==> src/rtl/updown_counter.sv <==
`default_nettype none
// ============================================================================
//  Module      : updown_counter
//  Description : Parametrised up/down counter with synchronous load, a
//                programmable terminal value (max_val), and wrap or saturate
//                behaviour at the limits. Reports terminal count
//                combinationally and emits a registered one-cycle wrap pulse.
//                Optional macro UPDOWN_COUNTER_OVF_CNT_EN adds a 16-bit
//                saturating wrap-event counter output (wrap_cnt).
//  Revision    : 1.0 - initial release
// ============================================================================
module updown_counter #(
    parameter int WIDTH    = 8,
    parameter int RST_VAL  = 0,
    parameter int SATURATE = 0
) (
    input  logic             clk,
    input  logic             rst_n,
    input  logic             enable,
    input  logic             up_dn,
    input  logic             load,
    input  logic [WIDTH-1:0] load_val,
    input  logic [WIDTH-1:0] max_val,
    output logic [WIDTH-1:0] count,
    output logic             at_max,
    output logic             at_zero,
    output logic             wrap
`ifdef UPDOWN_COUNTER_OVF_CNT_EN
    ,
    output logic [15:0]      wrap_cnt
`endif
);

    // Reset value reduced to the counter width.
    localparam logic [WIDTH-1:0] c_rst_val  = WIDTH'(RST_VAL);
    localparam logic [WIDTH-1:0] c_zero     = '0;
    localparam logic [WIDTH-1:0] c_one      = WIDTH'(1);
    localparam bit               c_saturate = (SATURATE != 0);

    logic [WIDTH-1:0] r_count;
    logic             r_wrap;

    logic [WIDTH-1:0] w_load_clamped;
    logic [WIDTH-1:0] w_up_count;
    logic             w_up_wrap;
    logic [WIDTH-1:0] w_dn_count;
    logic             w_dn_wrap;
    logic [WIDTH-1:0] w_count_nxt;
    logic             w_wrap_nxt;
    logic             w_up_terminal;
    logic             w_dn_terminal;

    // A count above max_val (max_val lowered at run time) is treated as the
    // terminal case going up, so ">=" rather than "==" is used here.
    assign w_up_terminal = (r_count >= max_val);
    assign w_dn_terminal = (r_count == c_zero);

    // Load value is clamped into the legal range 0..max_val.
    always_comb begin
        w_load_clamped = load_val;
        if (load_val > max_val) begin
            w_load_clamped = max_val;
        end
    end

    // Next value and wrap flag for an upward step.
    always_comb begin
        w_up_count = r_count + c_one;
        w_up_wrap  = 1'b0;
        if (w_up_terminal) begin
            if (c_saturate) begin
                w_up_count = r_count;
            end else begin
                w_up_count = c_zero;
                w_up_wrap  = 1'b1;
            end
        end
    end

    // Next value and wrap flag for a downward step; a count above max_val
    // simply decrements.
    always_comb begin
        w_dn_count = r_count - c_one;
        w_dn_wrap  = 1'b0;
        if (w_dn_terminal) begin
            if (c_saturate) begin
                w_dn_count = r_count;
            end else begin
                w_dn_count = max_val;
                w_dn_wrap  = 1'b1;
            end
        end
    end

    // Arbitrate load > enable > hold.
    always_comb begin
        w_count_nxt = r_count;
        w_wrap_nxt  = 1'b0;
        if (load) begin
            w_count_nxt = w_load_clamped;
        end else if (enable) begin
            if (up_dn) begin
                w_count_nxt = w_up_count;
                w_wrap_nxt  = w_up_wrap;
            end else begin
                w_count_nxt = w_dn_count;
                w_wrap_nxt  = w_dn_wrap;
            end
        end
    end

    // Count and wrap-pulse registers with asynchronous reset.
    always_ff @(posedge clk or negedge rst_n) begin
        if (!rst_n) begin
            r_count <= c_rst_val;
            r_wrap  <= 1'b0;
        end else begin
            r_count <= w_count_nxt;
            r_wrap  <= w_wrap_nxt;
        end
    end

    assign count   = r_count;
    assign wrap    = r_wrap;
    assign at_max  = (r_count == max_val);
    assign at_zero = (r_count == c_zero);

`ifdef UPDOWN_COUNTER_OVF_CNT_EN
    logic [15:0] r_wrap_cnt;

    // Saturating count of wrap pulses; load clears it.
    always_ff @(posedge clk or negedge rst_n) begin
        if (!rst_n) begin
            r_wrap_cnt <= 16'h0000;
        end else if (load) begin
            r_wrap_cnt <= 16'h0000;
        end else if (r_wrap && (r_wrap_cnt != 16'hFFFF)) begin
            r_wrap_cnt <= r_wrap_cnt + 16'h0001;
        end
    end

    assign wrap_cnt = r_wrap_cnt;
`endif

endmodule
`default_nettype wire

==> config.mk <==
export PLATFORM = sky130hd
export DESIGN_NAME = updown_counter
export DESIGN_NICKNAME = d
export VERILOG_FILES = /design/src/rtl/updown_counter.sv
export SDC_FILE = /design/constraint.sdc
export NUM_CORES = 1
export LEC_CHECK = 0
export CAP_MARGIN = 20
export CORE_MARGIN = 10
export CORE_UTILIZATION = 50
export CTS_CLUSTER_SIZE = 30
export DETAILED_ROUTE_END_ITERATION = 10
export PLACE_DENSITY = 0.8
export SYNTH_ARGS = -nofsm -noshare
export SYNTH_HDL_FRONTEND = slang
export SYNTH_SLANG_ARGS = --single-unit
==> constraint.sdc <==
create_clock -name clk -period 2.55 [get_ports clk]
set_input_delay 0.6375 -clock clk [delete_from_list [all_inputs] [get_ports clk]]
set_output_delay 0.6375 -clock clk [all_outputs]
set_load 0.02 [all_outputs]
# After elaboration in Yosys (flattened, before gate mapping)

Cells that the tools add are included.

$add $sub $neg: 2
Reductions and logical operators: 2
Equality and inequality tests: 1
Magnitude comparators: 2
Multiplexer cells: 11

Operators by type and width:

| kind                                              | count |
|---|---|
| two-way mux 8 bit                                 | 6 |
| adder 8 x 1 -> 8 bit (second input constant)      | 1 |
| == test 8 bit                                     | 1 |
| >= comparator 8 bit                               | 1 |
| greater-than comparator 8 bit                     | 1 |
| zero test 8 bit                                   | 1 |
| subtractor 8 x 1 -> 8 bit (second input constant) | 1 |
| two-way mux 1 bit                                 | 5 |
| nonzero test 2 bit                                | 1 |

Flip-flop bits (word level): 9
Input port bits: 21
Output and inout bits: 11

# Logic depth before layout (Yosys ltp)

Depth in word-level cells: 5
Mapped depth: 9
Depth with buffers taken out: 8

# Least setup slack after synthesis

Ideal clock, no wire load.

Path kind: input to register
Start point: in max_val[1]
End point: reg r_count[3] (netlist: count[3])
Slack: 0.140 ns
Arrival time: 2.284 ns
Stages on the path: 8
Data required time: 2.424 ns
Library setup time: 0.126 ns
Cells stage by stage: inv_1 > ha_1 > nor2b_1 > o211ai_1 > a21oi_2 > o21ai_4 > mux2_2 > a221o_1

Cells in the longest elaborated chain, start to end: 5
Elaborated cells on any way between the ends: 7

Ends and longest elaborated chain:

| what                 | RTL line | RTL |
|---|---|---|
| start, declared      | 23       | `input logic [WIDTH-1:0] max_val,` |
| >= comparator 8 bit  | 55       | `assign w_up_terminal = (r_count >= max_val);` |
| two-way mux 8 bit    | 70       | `if (w_up_terminal) begin` |
| two-way mux 8 bit    | 102      | `if (up_dn) begin` |
| two-way mux 8 bit    | 101      | `end else if (enable) begin` |
| two-way mux 8 bit *  | 99       | `if (load) begin` |
| end signal, assigned | 115      | `r_count <= c_rst_val;` |
| end signal, assigned | 118      | `r_count <= w_count_nxt;` |
| end, declared        | 40       | `logic [WIDTH-1:0] r_count;` |

Mark *: on every way between the ends. The rest lies on a longest branch, timed or not. The select of a mux whose other input is x is not followed.
A chain may end at the register's enable or synchronous reset.

# Worst setup path after layout

Start point: in max_val[3]
End point: out at_max

Cells in the longest elaborated chain, start to end: 1

Ends and longest elaborated chain:

| what          | RTL line | RTL |
|---|---|---|
| == test 8 bit | 125      | `assign at_max = (r_count == max_val);` |
| end, declared | 25       | `output logic at_max,` |

Every way passes these cells.

==> results.toml <==
[clock_tree]
cts_root_buffer = "clkbuf_4"
htree_levels = 1
clk_path_buf_depth = 2
clk_pin_slew_ns = 0.07
clkLatencyLatePin_ns = 0.28
cts_hold_buf = 0
cts_sinks = 9
cts_tree = "built"
cts_buffers = 3

[die]
die_y_um = 72.35
pin_count = 32
initial_core_util = 0.5383
rows = 18
core_area_um2 = 2545
fp.dieW_um = 72.35
dieArea_um2 = 5234

[place]
portBuffers = 31
gp_congestion = 0.9335
dpl.hpwl_um = 3644
dp_cells = 249

[global_route]
grt_pass1_vias = 1629
grt_max_degree = 13
grt_usage = 0.1790
grt-ovfl-total = 0
antenna_found_initial = 0
grt_pass1_wl_um = 7707

[synthesis]
yosysMostFrequentCell = "ha_1"
ys_warn_count = 0
syn-mean-instance-area_um2 = 8.563
synthCells = 160
synth_edf_count = 0
seq_area_frac_synth = 0.1644
yosys-top-cells-area = "ha_1 17%, dfrtp_1 16%, a21oi_1 4.7%"
syn-num-nets = 200
ys.flop_type = "dfrtp_1"
synthTopCellsByCount = "19 x ha_1, 14 x inv_1, 13 x a21oi_1"
ys_types = 50
ys_ff_latch = 9
syn_area_um2 = 1370
yosys.area.top_type = "ha_1"
synth.top_cell.area_share = 0.1735
async_reset_ff_frac = 1.000

[setup_path]
worst-setup-path-type = "in2out"
crit_slowest_cell = "clkdlybuf4s50_1"
cp_top_family = "buffers and inverters"
worstPathRequired_ns = 1.91
worstSetupEndpointType = "primary output"
crit_arrival_ns = 1.87
crit_chain = "clkdlybuf4s50_1 > inv_2 > ha_4 > nand4_1 > nor2_1 > buf_4"
cpPeakStageDelay_ns = 0.50
crit_buf_inv = 3
worst_setup_path_start_kind = "input pin"
crit_fanout = 2

[drt]
route.detailed.drc = 0
first_pass_iters = 5
viasPerCell = 6.480
drt_iter0_drc = 143
routedWlPerCell_um = 20.75
postRouteAntennaNets = 0
wl_um = 5311
vias = 1659

[timing]
min_period_ns = 2.505
tightest_slew_ns = 0.4961
slew_headroom = 0.6682
slew_viol_final = 0
setup_violations = 0
timing.hold.ws_ns = 0.6744
max_freq_ghz = 0.3992
finalCritPeriodShare = 0.9823
setup_tns_ns = 0
finalHoldViolations = 0
fin_skew_ns = 0.007487

[pwr]
p_leak_nw = 0.9525
ir_drop_uv = 412.8
power_frac_comb = 0.661
swShare = 0.4364
cellPowerDensity_nw_per_um2 = 448.8
p_total_w = 0.0009489
clkPwrFrac = 0.126
p_int_w = 0.0005348
seqPwrFrac = 0.213
p_switching_w = 0.0004141

[run_status]
outcome = "completed"

[layout]
drive_gt1_frac = 0.3319
syn_to_final_growth_pct = 54.34
antenna_cells = 0
instances_no_fill = 256
nets = 267

[min_path]
hp-class = "in2async"

[job]
cap_violations = 0
routing by layer:
layer | part of all wire | global-route usage | wire [µm]
met2 | 0.50 | 0.3090 | 2650
met5 | 0 | 0 | 0
met1 | 0.35 | 0.2059 | 1861
met4 | 0.050 | 0.05376 | 267
met3 | 0.10 | 0.05306 | 532
logic make-up (layout without fill, tap and decap cells):
group / count (synthesis) / after routing / synth area share
and+or+nand+nor: 45 / 45 / 0.1900
buffers and inverters: 23 / 89 / 0.08127
AOI/OAI and AO/OA: 48 / 48 / 0.2758
DFF: 9 / 9 / 0.1644
muxes: 10 / 10 / 0.07671
adders and majority gates: 19 / 19 / 0.1735
xor gates and xnor gates: 6 / 6 / 0.03836
power by group through the flow:
stage               clock network [W]  logic (W)  registers [W]
detailed placement                  0   0.000545       0.000200
finish                       0.000120   0.000627       0.000202
floorplan                           0   0.000299       0.000225
global placement                    0   0.000525       0.000199
CTS                          0.000119   0.000559       0.000198
global route                 0.000131   0.000671       0.000204
final cells by class:
cell class	count	area (µm²)
Timing Repair Buffer	71	611.8
Tap cell	30	37.54
Clock buffer	4	26.28
Multi-Input combinational cell	128	1161
Inverter	14	52.55
Fill cell	149	430.4
Sequential cell	9	225.2
metrics by stage:
step	worst slack [ns]	instance area (µm²)	utilization
global placement	-0.4346	1937	0.7611
detailed placement	-0.4895	1937	0.7611
finish	0.04519	2115	0.8309
global route	-0.007600	2115	0.8309
floorplan	0.1399	1370	-
CTS	0.004104	2018	0.7930
path summary, 6_finish.rpt:
path	slack [ns]	to	depth (start not counted)	from
worst max-delay path	0.05	at_max	6	max_val[3]
worst min-delay path	0.67	count[2]	1	rst_n
worst max register to register	0.19	count[3]	9	count[0]
worst min register to register	0.77	count[1]	3	count[1]
max in group asynchronous	1.56	count[4]	1	rst_n
min in group clk	0.77	count[1]	3	count[1]
layout by cell type, fill, tap and decap left out, types with 2 or more instances in the layout:
cell / synthesis / routed
buf_4: 2 / 39
clkdlybuf4s50_1: 0 / 21
ha_1: 19 / 13
a21oi_1: 13 / 12
inv_1: 14 / 10
nand2_1: 9 / 9
dfrtp_1: 9 / 9
nor2_1: 8 / 8
dlygate4sd2_1: 0 / 7
mux2i_1: 6 / 6
ha_4: 0 / 6
nand4_1: 5 / 5
o21ai_0: 8 / 5
o21ai_1: 2 / 5
inv_2: 0 / 4
nor3_1: 4 / 4
xnor2_1: 4 / 4
nor2b_1: 4 / 3
mux2_2: 4 / 3
a211oi_1: 4 / 3
a211oi_2: 2 / 3
clkbuf_4: 0 / 3
a311oi_1: 2 / 2
or3_1: 2 / 2
a2111oi_2: 0 / 2
xor2_1: 2 / 2
nand3_1: 2 / 2
dlymetal6s2s_1: 0 / 2
buf_6: 2 / 2
sequential cells by signal, summed over array words and instances, names as in the netlist:
name,count
count,8
wrap,1
worst register-to-register path, stage by stage, from the launching register on:
cell       delay (ns)
dfrtp_1          0.39
inv_1            0.13
ha_1             0.28
nand2b_4         0.17
a2111oi_4        0.46
o31ai_4          0.12
buf_4            0.18
buf_6            0.13
o32ai_2          0.26
a221o_1          0.17
timing repair:
item / CTS / global route
setup endpoints to repair: 7 / 9
pin swaps: 6 / 15
setup buffers: 1 / 2
gates resized for setup: 25 / 16
Note: power is estimated with default switching activity, not from simulation.
